==> config.mk <==
export PLATFORM = sky130hd
export DESIGN_NAME = divseq_flat
export DESIGN_NICKNAME = d
export VERILOG_FILES = /design/src/rtl/divseq_if.sv /design/src/rtl/divseq.sv /design/src/flat_wrapper.sv
export SDC_FILE = /design/constraint.sdc
export NUM_CORES = 1
export LEC_CHECK = 0
export ABC_AREA = 1
export BUFFER_PORTS_ARGS = -buffer_cell sky130_fd_sc_hd__buf_4
export CORE_MARGIN = 4
export CORE_UTILIZATION = 55
export DETAILED_ROUTE_END_ITERATION = 16
export PLACE_DENSITY_LB_ADDON = 0.25
export SLEW_MARGIN = 30
export SYNTH_ARGS = -nofsm -noshare
export SYNTH_HDL_FRONTEND = slang
export SYNTH_SLANG_ARGS = --single-unit
==> constraint.sdc <==
create_clock -name clk -period 3 [get_ports clk]
set_input_delay 0.45 -clock clk [delete_from_list [all_inputs] [get_ports clk]]
set_output_delay 0.45 -clock clk [all_outputs]
set_load 0.01 [all_outputs]
==> src/rtl/divseq_if.sv <==
// divseq_if: execute-stage bundle between the pipeline and the sequential
// divider.
//
// The master side (pipeline or testbench) drives the operands, the operation
// select and the start/flush controls. The slave side (the divider) returns
// the busy flag, the done pulse and the result.
//
// Signals:
//   StartE          begin a divide with the current operands
//   FlushE          abort any divide in progress
//   ForwardedSrcAE  dividend (XLEN bits)
//   ForwardedSrcBE  divisor (XLEN bits)
//   Funct3E         100 DIV, 101 DIVU, 110 REM, 111 REMU
//   BusyE           divider occupied; the hazard unit stalls on this
//   DoneM           one-cycle pulse when QuotRemM becomes valid
//   QuotRemM        quotient or remainder, held until the next accepted start
interface divseq_if #(
   parameter int XLEN = 32
);
   logic            StartE;
   logic            FlushE;
   logic [XLEN-1:0] ForwardedSrcAE;
   logic [XLEN-1:0] ForwardedSrcBE;
   logic [2:0]      Funct3E;
   logic            BusyE;
   logic            DoneM;
   logic [XLEN-1:0] QuotRemM;

   modport master (
      output StartE, FlushE, ForwardedSrcAE, ForwardedSrcBE, Funct3E,
      input  BusyE, DoneM, QuotRemM
   );

   modport slave (
      input  StartE, FlushE, ForwardedSrcAE, ForwardedSrcBE, Funct3E,
      output BusyE, DoneM, QuotRemM
   );
endinterface

==> src/rtl/divseq.sv <==
// divseq: sequential radix-2 restoring divider for RISC-V DIV/DIVU/REM/REMU.
//
// The divider iterates one quotient bit per cycle on operand magnitudes and
// applies the RISC-V sign rules afterwards. Division by zero returns all ones
// (DIV/DIVU) or the unmodified dividend (REM/REMU). The signed overflow case
// -2^(XLEN-1) / -1 needs no special handling: the magnitude path gives
// 2^(XLEN-1) / 1 with no negate.
//
// Ports:
//   clk      clock; every state update happens on the rising edge
//   reset_n  asynchronous active-low reset
//   bus      divseq_if slave modport (operands, controls, busy/done/result)
//
// Configuration macro:
//   DIV_ZERO_BYPASS_EN  when defined, a zero divisor found in PREP jumps
//                       straight to DONE. When undefined, the full iteration
//                       runs and FIXUP forces the divide-by-zero result.
module divseq #(
   parameter int XLEN = 32
) (
   input logic     clk,
   input logic     reset_n,
   divseq_if.slave bus
);
   localparam int CW = $clog2(XLEN);

   typedef enum logic [2:0] {IDLE, PREP, ITER, FIXUP, DONE} DivState;

   DivState         state_q;
   logic [XLEN-1:0] a_q;
   logic [XLEN-1:0] b_q;
   logic [XLEN-1:0] quo_q;
   logic [XLEN-1:0] bMag_q;
   logic [XLEN-1:0] result_q;
   logic [XLEN:0]   rem_q;
   logic [CW-1:0]   cnt_q;
   logic            signed_q;
   logic            remSel_q;
   logic            negQuot_q;
   logic            negRem_q;
   logic            busy_q;
   logic            done_q;

   logic [XLEN-1:0] aMag_d;
   logic [XLEN-1:0] bMag_d;
   logic [XLEN-1:0] quotFix_d;
   logic [XLEN-1:0] remFix_d;
   logic [XLEN:0]   shift_d;
   logic [XLEN:0]   trial_d;
   logic            unusedBits;

   // Datapath helpers. The magnitude negation is XLEN bits wide, so
   // -2^(XLEN-1) maps to itself and is then read as unsigned 2^(XLEN-1).
   // The trial subtraction is XLEN+1 bits wide, so its top bit is a valid
   // sign: the partial remainder is always below 2*|B|.
   always_comb begin
      aMag_d    = (signed_q && a_q[XLEN-1]) ? -a_q : a_q;
      bMag_d    = (signed_q && b_q[XLEN-1]) ? -b_q : b_q;
      shift_d   = {rem_q[XLEN-1:0], quo_q[XLEN-1]};
      trial_d   = shift_d - {1'b0, bMag_q};
      quotFix_d = negQuot_q ? -quo_q : quo_q;
      remFix_d  = negRem_q ? -rem_q[XLEN-1:0] : rem_q[XLEN-1:0];
   end

   // Funct3E[2] is always 1 for the four divide opcodes. The top remainder
   // bit is only needed as the carry of the trial subtraction.
   assign unusedBits = ^{bus.Funct3E[2], rem_q[XLEN]};

   // Controller and datapath registers. Flush wins over everything except
   // reset and returns to IDLE without touching the held result. BusyE and
   // DoneM are registered alongside the state, so they change only on a
   // clock edge or on reset.
   always_ff @(posedge clk or negedge reset_n) begin
      if (!reset_n) begin
         state_q   <= IDLE;
         a_q       <= '0;
         b_q       <= '0;
         quo_q     <= '0;
         bMag_q    <= '0;
         result_q  <= '0;
         rem_q     <= '0;
         cnt_q     <= '0;
         signed_q  <= 1'b0;
         remSel_q  <= 1'b0;
         negQuot_q <= 1'b0;
         negRem_q  <= 1'b0;
         busy_q    <= 1'b0;
         done_q    <= 1'b0;
      end else if (bus.FlushE) begin
         state_q <= IDLE;
         busy_q  <= 1'b0;
         done_q  <= 1'b0;
      end else begin
         case (state_q)
            IDLE, DONE: begin
               done_q <= 1'b0;
               if (bus.StartE) begin
                  a_q      <= bus.ForwardedSrcAE;
                  b_q      <= bus.ForwardedSrcBE;
                  signed_q <= ~bus.Funct3E[0];
                  remSel_q <= bus.Funct3E[1];
                  busy_q   <= 1'b1;
                  state_q  <= PREP;
               end else begin
                  state_q <= IDLE;
               end
            end
            PREP: begin
               quo_q     <= aMag_d;
               bMag_q    <= bMag_d;
               rem_q     <= '0;
               negQuot_q <= signed_q & (a_q[XLEN-1] ^ b_q[XLEN-1]);
               negRem_q  <= signed_q & a_q[XLEN-1];
               cnt_q     <= CW'(XLEN - 1);
`ifdef DIV_ZERO_BYPASS_EN
               if (b_q == '0) begin
                  result_q <= remSel_q ? a_q : '1;
                  busy_q   <= 1'b0;
                  done_q   <= 1'b1;
                  state_q  <= DONE;
               end else begin
                  state_q <= ITER;
               end
`else
               state_q <= ITER;
`endif
            end
            ITER: begin
               if (!trial_d[XLEN]) begin
                  rem_q <= trial_d;
                  quo_q <= {quo_q[XLEN-2:0], 1'b1};
               end else begin
                  rem_q <= shift_d;
                  quo_q <= {quo_q[XLEN-2:0], 1'b0};
               end
               cnt_q <= cnt_q - 1'b1;
               if (cnt_q == '0) begin
                  state_q <= FIXUP;
               end
            end
            FIXUP: begin
`ifdef DIV_ZERO_BYPASS_EN
               result_q <= remSel_q ? remFix_d : quotFix_d;
`else
               if (bMag_q == '0) begin
                  result_q <= remSel_q ? a_q : '1;
               end else begin
                  result_q <= remSel_q ? remFix_d : quotFix_d;
               end
`endif
               busy_q  <= 1'b0;
               done_q  <= 1'b1;
               state_q <= DONE;
            end
            default: begin
               busy_q  <= 1'b0;
               done_q  <= 1'b0;
               state_q <= IDLE;
            end
         endcase
      end
   end

   assign bus.BusyE    = busy_q;
   assign bus.DoneM    = done_q;
   assign bus.QuotRemM = result_q;
endmodule

==> src/flat_wrapper.sv <==
// flat-port wrapper written by rule: the top's interface ports become plain ports
module divseq_flat 
#(
   parameter int XLEN = 32
)
  (clk, reset_n, bus_StartE, bus_FlushE, bus_ForwardedSrcAE, bus_ForwardedSrcBE, bus_Funct3E, bus_BusyE, bus_DoneM, bus_QuotRemM);
  divseq_if #(.XLEN(XLEN)) bus_i ();
  input logic clk;
  input logic reset_n;
  input wire logic [$bits(bus_i.StartE)-1:0] bus_StartE;
  input wire logic [$bits(bus_i.FlushE)-1:0] bus_FlushE;
  input wire logic [$bits(bus_i.ForwardedSrcAE)-1:0] bus_ForwardedSrcAE;
  input wire logic [$bits(bus_i.ForwardedSrcBE)-1:0] bus_ForwardedSrcBE;
  input wire logic [$bits(bus_i.Funct3E)-1:0] bus_Funct3E;
  output wire logic [$bits(bus_i.BusyE)-1:0] bus_BusyE;
  output wire logic [$bits(bus_i.DoneM)-1:0] bus_DoneM;
  output wire logic [$bits(bus_i.QuotRemM)-1:0] bus_QuotRemM;
  assign bus_i.StartE = bus_StartE;
  assign bus_i.FlushE = bus_FlushE;
  assign bus_i.ForwardedSrcAE = bus_ForwardedSrcAE;
  assign bus_i.ForwardedSrcBE = bus_ForwardedSrcBE;
  assign bus_i.Funct3E = bus_Funct3E;
  assign bus_BusyE = bus_i.BusyE;
  assign bus_DoneM = bus_i.DoneM;
  assign bus_QuotRemM = bus_i.QuotRemM;
  divseq #(.XLEN(XLEN)) u_core (.clk(clk), .reset_n(reset_n), .bus(bus_i));
endmodule
==> results of run 1 <==
==> cell usage in the layout, fill, tap and decap left out, types with 2 or more instances in the layout <==
cell type	count
nand3b_1	15
or2_2	5
clkbuf_16	24
clkinv_4	2
nand2_4	4
o21ai_0	121
nand2_1	702
a22oi_1	2
nand2_2	19
nand3_1	256
nor2_4	2
inv_2	8
clkinv_2	4
nor4_1	9
nand4_1	48
buf_12	2
a31oi_1	2
inv_1	290
dfrtp_1	206
o22ai_1	16
nor2_2	6
buf_4	127
xnor2_1	7
o221ai_1	11
clkinv_1	2
o21ai_1	3
bufinv_16	3
clkbuf_8	5
o21bai_1	10
nor2_1	274
nor3_1	20
ha_1	38
a21o_1	2
a21oi_1	144
nand3_2	6
mux2_2	4
o211ai_1	9
clkbuf_1	5
xor2_1	28
==> power groups by stage <==
stage | Clock [mW] | Sequential, mW | Combinational (mW)
2_1_floorplan | 0 | 4.36 | 4.78
3_3_place_gp | 0 | 4.53 | 6.75
3_5_place_dp | 0 | 4.57 | 6.88
4_1_cts | 3.12 | 4.54 | 6.93
5_1_grt | 3.27 | 4.67 | 7.88
6_report | 3.10 | 4.59 | 7.09
==> metal layers <==
metal	vias to the layer above	global-route usage, %
met4	2	7.13
met3	85	7.48
met1	7346	48.4
li1	7800	-
met5	-	1.92
met2	736	47.9
==> state kept, by name (all words and copies together) (netlist names), 3 cells and up <==
name / count
u_core.a_q: 32
u_core.bMag_q: 32
u_core.b_q: 32
u_core.bus.QuotRemM: 32
u_core.cnt_q: 5
u_core.quo_q: 32
u_core.rem_q: 32
u_core.state_q: 3
==> synthesized netlist by cell type, drive strengths merged (15+ instances only) <==
library cell  instances  area share (%)
o21ai               125             4.2
xor2                 28             1.6
nor3                 20            0.66
nand2               725              19
a21oi               146             4.9
nand3               263             8.9
buf                  35             1.2
nor2                282             7.2
ha                   38             3.1
nand4                48             2.0
o22ai                16            0.66
dfrtp               206              34
inv                 298             7.4
clkbuf               47             1.2
nand3b               15            0.75
==> critical path, stage by stage (launching register included) <==
cell,delay (ns)
dfrtp_1,0.38
inv_1,0.10
ha_1,0.22
fa_1,0.39
inv_1,0.09
nand2_1,0.07
nand2_1,0.11
nand3_1,0.09
nand2_2,0.12
nand2_2,0.07
nand2_2,0.07
nand2_2,0.09
nand2_4,0.09
nand2_4,0.16
nand2_4,0.32
nand2_1,0.11
nand3_1,0.09
nand2_1,0.06
==> cells by family after synthesis <==
logic type	Yosys count
muxes	4
xor gates and xnor gates	35
AOI/OAI and AO/OA	326
and+or+nand+nor	1369
adders and majority gates	39
DFF	206
buffers and inverters	382
==> stage by stage <==
step	instances	setup WS [ns]	utilization [%]	cell area, um^2
final	2796	0.285	63.4	17100
after detailed placement	2751	0.313	60.2	16200
after global routing	2796	0.0552	63.4	17100
after CTS	2796	0.303	63.4	17100
after global placement	2750	0.379	60.1	16200
after floorplan	2361	0.842	-	15100
==> timing repair <==
| item | 4_1_cts | 5_1_grt |
|---|---|---|
| resized for setup | 0 | 0 |
| hold buffers | 1 | 0 |
| endpoints found under the hold margin | 80 | 0 |
==> layout make-up <==
class	count	area [um^2]	area share (%)
multi-input combinational	1773	8490	49.7
sequential	206	5150	30.2
inverter	300	1130	6.59
timing repair buffer	132	1040	6.12
clock buffer	33	674	3.95
tap	341	427	2.50
clock inverter	11	165	0.967
==> worst paths after layout <==
check / startpoint / slack (ns) / end / cells past startpoint
max reg2reg: u_core.quo_q[31] / 0.28 / u_core.rem_q[4] / 17
min in group asynchronous: reset_n / 0.55 / u_core.bMag_q[10] / 2
max: u_core.quo_q[31] / 0.28 / u_core.rem_q[4] / 17
max in group asynchronous: reset_n / 1.56 / u_core.rem_q[23] / 3
min reg2reg: u_core.bus.QuotRemM[13] / 0.48 / u_core.bus.QuotRemM[13] / 2
min: bus_Funct3E[0] / 0.12 / u_core.signed_q / 2
==> reports/metrics.cfg, run 1 <==
[sta]
rsz0062_at_grt=false
slew_headroom_pct=53.3
fin_setup_tns_ns=0
period_share_pct=90.5
fin_crit_ns=2.72
setup_violations=0
skew_ns=0.0162
final_max_slew_viol_count=0
fmaxAchievable_ghz=0.368
worst_pin_slew_ns=0.701
whs_ns=0.122
hold_violations=0

[clock_tree]
clock_sinks=206
cts_buffers=24
cts_setup_buffers=0
clock-root-buffer=clkbuf_16
clk_pin_slew_worst_paths_ns=0.07
h-tree-depth=1
cts_tree=built
clk_latency_ns=0.55
clk_path_buf_depth=3

[pwr]
p_per_area_mw_per_mm2=865
clkPwrFrac_pct=21.0
pwr-share-comb_pct=48.0
p_int_mw=7.84
irDropWorstVdd_mv=0.597
power_mw=14.8
pwr-share-seq_pct=31.1
p_leak_nw=9.15
switching_share_pct=46.9
netSwitchingPower_mw=6.94

[route]
drt_iter0_drc=1802
first_pass_iters=7
vias=16000
routedWlPerCell_um=18.0
vias_per_cell=5.71
ant_nets=0
wl_met1_mm=22.8
route.met3.wl_mm=5.08
drc=0
routed_wl_mm=50.3
dr.max_layer_used=met5
wl_met2_mm=21.2

[run]
drv_cap=0

[critical_path]
cp.required_ns=3.44
cp_max_fo=23
start_kind=flop
cp.arrival_ns=3.15
cp-end-kind=flop
crit_type=reg2reg

[synthesis]
synth_cells=2361
synthXorXnorAreaFrac_pct=2.03
seq_area_frac_synth_pct=34.1
yosys.area_share.adder_pct=3.28
ys_async_sr_fraction_pct=100
ys.flop_type=dfrtp_1
syn_avg_cell_area_um2=6.40
synth_seq_cells=206
synth_simple_gate_area_share_pct=38.6
synth_top_family_by_area=simple AND/OR/NAND/NOR gates
syn_area_mm2=0.0151
ys_warn_count=0
muxShareOfSynthArea_pct=0.298
synth_edf_count=0
yosys.cell_types.count=45
syn-num-nets=2471
synth_compound_area_share_pct=11.8

[worst_hold_path]
hold_class=in2reg

[place]
numPortBuffers=103
gp_congestion=0.967
place_hpwl_mm=38.8

[floorplanning]
die-area_mm2=0.0302
die_x_um=174
io_pins=105
start_util_pct=56.0
dieHeight_um=174
row_count=60
coreArea_mm2=0.0270

[grt]
antenna_found_initial=0
grt_first_pass_wirelength_mm=79.2
grt_usage_pct=32.4
grt_pass1_vias=14600
grt_max_degree=85
grt-ovfl-total=0

[finish]
num-fill-cells=2506
drive_gt1_share_pct=9.33
areaGrowthSynthToFinish_pct=13.1
num_antenna_cells=0
nNetsFinal=2547

[status]
status=complete, no violations

Note: power is estimated with default switching activity, not from simulation.
==> run 2: changes to the inputs <==
ABC_AREA = not set   (was 1)
SLEW_MARGIN = not set   (was 30)
==> reports/metrics.cfg, run 2 <==
[worst_hold_path]
min_to=u_core.signed_q  ; unchanged
hp-start=bus_Funct3E[0]  ; unchanged
hold_class=in2reg  ; unchanged
holdPathStages=2  ; unchanged

[sta]
hold_violations=0  ; unchanged
worst_pin_slew_ns=1.10  ; was 0.701 ns
setup_violations=0  ; unchanged
period_share_pct=96.8  ; was 90.5%
fmaxAchievable_ghz=0.344  ; was 0.368 GHz
rsz0062_at_grt=true  ; was false
fin_crit_ns=2.90  ; was 2.72 ns
whs_ns=0.0791  ; was 0.122 ns
slew_headroom_pct=26.4  ; was 53.3%
final_max_slew_viol_count=0  ; unchanged
skew_ns=0.0350  ; was 0.0162 ns

[place]
gp_congestion=0.960  ; was 0.967
numPortBuffers=103  ; unchanged
place_hpwl_mm=28.1  ; was 38.8 mm

[synthesis]
syn-num-nets=1596  ; was 2471
synth_common_cells=dfrtp_1 (206), nand2_1 (181), o21ai_0 (176)  ; was nand2_1 (702), inv_1 (290), nor2_1 (275)
yosysTopAreaCellShare_pct=38.9  ; was 34.1%
ys_async_sr_fraction_pct=100  ; unchanged
syn_area_mm2=0.0133  ; was 0.0151 mm^2
yosys.cell_types.count=70  ; was 45
ys.flop_type=dfrtp_1  ; unchanged
synth_edf_count=0  ; unchanged
synth_largest_area_cell=dfrtp_1  ; unchanged
seq_area_frac_synth_pct=38.9  ; was 34.1%
synth_cells=1486  ; was 2361
ys_warn_count=0  ; unchanged
synth_area_leaders=dfrtp_1 (39%), o21ai_0 (6.6%), xor2_1 (5.5%), nand2_1 (5.1%), mux2_2 (4.8%)  ; was dfrtp_1 (34%), nand2_1 (17%), nand3_1 (8.5%), inv_1 (7.2%), nor2_1 (6.8%)
synth.most_common_cell=dfrtp_1  ; was nand2_1
synth_seq_cells=206  ; unchanged
syn_avg_cell_area_um2=8.93  ; was 6.40 um^2

[finish]
num-fill-cells=1909  ; was 2506
drive_gt1_share_pct=22.4  ; was 9.33%
areaGrowthSynthToFinish_pct=19.9  ; was 13.1%
final_common_cell=buf_4  ; was nand2_1
num_antenna_cells=0  ; unchanged
fin_util_pct=67.4  ; was 63.4%
layout_common_cells=buf_4 (216), dfrtp_1 (205), nand2_1 (180)  ; was nand2_1 (702), inv_1 (290), nor2_1 (274)
nNetsFinal=1757  ; was 2547

[clock_tree]
cts_buffers=24  ; unchanged
clk_latency_ns=0.54  ; was 0.55 ns
clk_pin_slew_worst_paths_ns=0.06  ; was 0.07 ns
h-tree-depth=1  ; unchanged
clock_sinks=206  ; unchanged
clk_path_buf_depth=3  ; unchanged
clock-root-buffer=clkbuf_16  ; unchanged
cts_tree=built  ; unchanged

[pwr]
irDropWorstVdd_mv=0.591  ; was 0.597 mV
power_mw=18.5  ; was 14.8 mW
p_per_area_mw_per_mm2=1160  ; was 865 mW/mm^2
p_leak_nw=7.20  ; was 9.15 nW

[critical_path]
crit_chain=ha_4 -> fa_2 -> nand2b_4 -> a21o_1 -> a311o_1 -> a31oi_1 -> nor3_2 -> xnor2_2 -> buf_6 -> buf_8 -> nand2_1 -> a32o_1  ; was inv_1 -> ha_1 -> fa_1 -> inv_1 -> nand2_1 -> nand2_1 -> nand3_1 -> nand2_2 -> nand2_2 -> nand2_2 -> nand2_2 -> nand2_4 -> nand2_4 -> nand2_4 -> nand2_1 -> nand3_1 -> nand2_1
cp_max_fo=5  ; was 23
reg2reg_depth=12  ; was 17
cp.arrival_ns=3.31  ; was 3.15 ns
critPathMaxStageDelay_ns=0.41  ; was 0.39 ns
start_kind=flop  ; unchanged
rrSetupSlack_ns=0.1  ; was 0.28 ns
slowest_stage=dfrtp_1  ; was fa_1
cp-end-kind=flop  ; unchanged
reg2reg_from=u_core.bMag_q[0]  ; was u_core.quo_q[31]
crit_type=reg2reg  ; unchanged
r2r-end=u_core.rem_q[0]  ; was u_core.rem_q[4]
cp.required_ns=3.40  ; was 3.44 ns

[route]
routed_wl_mm=38.0  ; was 50.3 mm
routedWlPerCell_um=19.2  ; was 18.0 um
ant_nets=0  ; unchanged
drt_iter0_drc=1011  ; was 1802
vias_per_cell=6.10  ; was 5.71
first_pass_iters=6  ; was 7
drc=0  ; unchanged
vias=12100  ; was 16.0k

[floorplanning]
io_pins=105  ; unchanged
start_util_pct=56.2  ; was 56.0%
coreArea_mm2=0.0236  ; was 0.0270 mm^2
die-area_mm2=0.0267  ; was 0.0302 mm^2
row_count=56  ; was 60
dieHeight_um=163  ; was 174 um
die_x_um=163  ; was 174 um

[grt]
grt_pass1_vias=11600  ; was 14.6k
grt_usage_pct=28.3  ; was 32.4%
grt_first_pass_wirelength_mm=61.0  ; was 79.2 mm
grt-ovfl-total=0  ; unchanged
grt_max_degree=83  ; was 85
antenna_found_initial=1  ; was 0

[run]
drv_cap=0  ; unchanged

[status]
status=complete, no violations  ; unchanged

==> run 2: through the flow <==
step                      worst slack, ns  TNS, ns  cell area, um^2  cells
after floorplan                     0.131        0            13300   1486
after global placement             0.0355        0            14900   1932
after detailed placement          -0.0649  -0.0649            14900   1932
after CTS                         -0.0233  -0.0233            15800   1976
after global routing              -0.0201  -0.0579            15900   1982
final                              0.0951        0            15900   1982
==> run 2: cells by family after synthesis <==
family                   Yosys count  share of synthesized area, %
multiplexers                      73                          6.04
buffers and inverters            150                          4.78
flip-flops                       206                          38.9
XOR/XNOR                         141                          9.31
AO/OA/AOI/OAI                    465                          22.6
AND/OR/NAND/NOR                  412                          14.7
adder cells (fa/ha/maj)           39                          3.74
==> run 2: how the worst max path moves through the flow <==
| stage | startpoint | end | slack [ns] | cells past startpoint |
|---|---|---|---|---|
| global placement | u_core.quo_q[31] | u_core.rem_q[24] | 0.04 | 12 |
| detailed placement | u_core.quo_q[31] | u_core.rem_q[24] | -0.06 | 12 |
| CTS | u_core.quo_q[31] | u_core.rem_q[8] | -0.02 | 12 |
| floorplan | u_core.quo_q[31] | u_core.rem_q[28] | 0.13 | 13 |
| global route | u_core.bMag_q[0] | u_core.rem_q[20] | -0.02 | 12 |
| finish | u_core.bMag_q[0] | u_core.rem_q[0] | 0.1 | 12 |
==> run 2: area by class of cell <==
cell class / instances / area, um^2 / area share [%]
clock buffers: 32 / 681 / 4.28
clock inverters: 10 / 104 / 0.653
inverters: 60 / 225 / 1.42
multi-input cells: 1130 / 7590 / 47.7
flip-flops and latches: 206 / 5160 / 32.4
well taps: 319 / 399 / 2.51
repair buffers: 225 / 1750 / 11.0
==> run 2: critical path, delay by kind of cell, from the launching register on <==
kind                       cells  cell delay (ns)
AOI/OAI and AO/OA              4             1.00
adders and majority gates      2             0.53
DFF                            1             0.41
and+or+nand+nor                3             0.32
buffers and inverters          2             0.30
xor gates and xnor gates       1             0.21
==> run 2: report_power, final <==
part           internal (mW)  switching [mW]  total [mW]
logic                   4.93            5.71        10.6
clock network           1.68            1.20        2.89
registers               3.77            1.23        5.00
total                   10.4            8.15        18.5
==> run 2: routing by layer <==
metal,wire length (um),vias to the layer above,track usage [%]
li1,-,5724,-
met5,10,-,0
met3,3030,80,5.30
met4,1260,2,9.30
met1,17000,5791,41.0
met2,16700,495,42.9
==> run 2: repair_timing <==
action | in CTS | in global routing
setup endpoints to repair | 9 | 40
pin swaps | 1 | 10
gates cloned | 0 | 2
buffers inserted | 1 | 4
gates resized for setup | 3 | 35
hold buffers | 1 | 0
hold endpoints to repair | 5 | 0
==> run 3: changes to the inputs <==
ABC_AREA = 1   (was not set)
==> reports/metrics.cfg, run 3 (synthesis results as in run 1) <==
[route]
routedWlPerCell_um=18.0  ; was 19.2 um
drc=0  ; unchanged
vias_per_cell=5.75  ; was 6.10
ant_nets=0  ; unchanged
drt_iter0_drc=1888  ; was 1011
vias=16100  ; was 12.1k
routed_wl_mm=50.2  ; was 38.0 mm
first_pass_iters=5  ; was 6

[critical_path]
crit_type=reg2reg  ; unchanged
cp.arrival_ns=3.26  ; was 3.31 ns
cp_max_fo=49  ; was 5
cp-end-kind=flop  ; unchanged
start_kind=flop  ; unchanged
cp.required_ns=3.47  ; was 3.40 ns

[clock_tree]
h-tree-depth=1  ; unchanged
cts_resized=0  ; was 3
cts_setup_buffers=0  ; was 1
cts_buffers=25  ; was 24
clock-root-buffer=clkbuf_16  ; unchanged
clk_path_buf_depth=3  ; unchanged
cts_tree=built  ; unchanged
clk_latency_ns=0.55  ; was 0.54 ns
cts_hold_buf=1  ; unchanged
clock_sinks=206  ; unchanged
clk_pin_slew_worst_paths_ns=0.06  ; about the same

[finish]
register_area_mm2=0.00515  ; was 0.00516 mm^2
fin_cells=2797  ; was 1982
layout_common_cells=nand2_1 (702), inv_1 (290), nor2_1 (274)  ; was buf_4 (216), dfrtp_1 (205), nand2_1 (180)
num-fill-cells=2551  ; was 1909
multi_input_area_mm2=0.00849  ; was 0.00759 mm^2
num_antenna_cells=0  ; unchanged
drive_gt1_share_pct=9.24  ; was 22.4%
nNetsFinal=2547  ; was 1757
areaGrowthSynthToFinish_pct=12.8  ; was 19.9%
final_common_cell=nand2_1  ; was buf_4

[sta]
rsz0062_at_grt=false  ; was true
setup_violations=0  ; unchanged
final_max_slew_viol_count=0  ; unchanged
fin_setup_tns_ns=0  ; unchanged
fin_crit_ns=2.79  ; was 2.90 ns
slew_headroom_pct=19.0  ; was 26.4%
worst_pin_slew_ns=1.21  ; was 1.10 ns
period_share_pct=92.9  ; was 96.8%
skew_ns=0.0186  ; was 0.0350 ns
hold_violations=0  ; unchanged
fmaxAchievable_ghz=0.359  ; was 0.344 GHz

[pwr]
clkPwrFrac_pct=20.8  ; was 15.6%
switching_share_pct=47.0  ; was 44.0%
p_per_area_mw_per_mm2=862  ; was 1160 mW/mm^2
irDropWorstVdd_mv=0.569  ; was 0.591 mV
pwr-share-comb_pct=48.0  ; was 57.4%
netSwitchingPower_mw=6.90  ; was 8.15 mW
p_int_mw=7.78  ; was 10.4 mW
p_leak_nw=9.13  ; was 7.20 nW
pwr-share-seq_pct=31.2  ; was 27.0%

[floorplanning]
dieHeight_um=174  ; was 163 um
die_x_um=174  ; was 163 um
start_util_pct=56.0  ; was 56.2%
row_count=60  ; was 56
io_pins=105  ; unchanged
coreArea_mm2=0.0270  ; was 0.0236 mm^2
die-area_mm2=0.0302  ; was 0.0267 mm^2

[grt]
grt_pass1_vias=14600  ; was 11.6k
grt-ovfl-total=0  ; unchanged
antenna_found_initial=1  ; unchanged
grt_first_pass_wirelength_mm=79.2  ; was 61.0 mm
grt_usage_pct=32.4  ; was 28.3%
grt_max_degree=85  ; was 83

[run]
drv_cap=0  ; unchanged

[place]
gp_congestion=0.967  ; was 0.960
numPortBuffers=103  ; unchanged
place_inst=2750  ; was 1932
place_hpwl_mm=38.7  ; was 28.1 mm

[worst_hold_path]
hold_class=in2reg  ; unchanged

[status]
status=complete, no violations  ; unchanged

run 3: changes by cell type in the layout (fill, tap and decap cells not counted), sizes merged, moves of 68 or more:
cell   previous run  this run
nand2           181       725
inv              60       299
buf             221       129
nand3            28       263
a21oi            78       146
nor2             73       282
run 3: routing by layer:
| layer | vias up | wire length [um] | GRT usage, % |
|---|---|---|---|
| met5 | - | 0 | 0 |
| met4 | 0 | 983 | 6.37 |
| met3 | 67 | 5010 | 6.83 |
| met2 | 741 | 21300 | 48.2 |
| met1 | 7500 | 22900 | 49.0 |
| li1 | 7783 | - | - |
run 3: path summary, 6_finish.rpt:
kind	from	endpoint	slack (ns)	cells after the start
min in group asynchronous	reset_n	u_core.bMag_q[15]	0.58	2
worst max-delay path	u_core.state_q[1]	u_core.quo_q[20]	0.21	8
worst min-delay path	bus_Funct3E[0]	u_core.signed_q	0.12	2
worst max register to register	u_core.state_q[1]	u_core.quo_q[20]	0.21	8
max in group asynchronous	reset_n	u_core.rem_q[28]	1.54	3
worst min register to register	u_core.bus.QuotRemM[9]	u_core.bus.QuotRemM[9]	0.48	2
run 3: cell type report:
| class | instances | area share [%] |
|---|---|---|
| clock buffer | 40 | 4.41 |
| clock inverter | 6 | 0.426 |
| inverter | 300 | 6.61 |
| multi-input combinational | 1773 | 49.8 |
| sequential | 206 | 30.3 |
| tap | 341 | 2.50 |
| timing repair buffer | 131 | 5.97 |
run 3: worst max-delay path, cell delays in order, from the launching register on:
cell and delay [ns]:
dfrtp_1 0.40, inv_1 0.06, nor2_1 0.06, nand2_1 0.14, nor2_4 0.12, nor2_4 0.94
inv_2 0.51, o22ai_1 0.29, o21bai_1 0.16
run 3: power groups by stage:
stage / clock network (mW) / registers [mW] / logic (mW)
final: 3.05 / 4.58 / 7.06
after global routing: 3.21 / 4.67 / 7.87
after CTS: 3.08 / 4.53 / 6.92
after detailed placement: 0 / 4.57 / 6.87
after global placement: 0 / 4.53 / 6.75
after floorplan: 0 / 4.36 / 4.78
run 3: through the flow:
stage | hold WS [ns] | area [um^2] | power, mW | util [%] | setup WS (ns)
floorplan | 0.154 | 15100 | 9.14 | - | 0.842
global placement | 0.466 | 16200 | 11.3 | 60.1 | 0.379
detailed placement | 0.466 | 16200 | 11.4 | 60.1 | 0.337
CTS | 0.109 | 17000 | 14.5 | 63.2 | 0.303
global route | 0.129 | 17000 | 15.8 | 63.2 | 0.00000755
finish | 0.125 | 17000 | 14.7 | 63.2 | 0.213
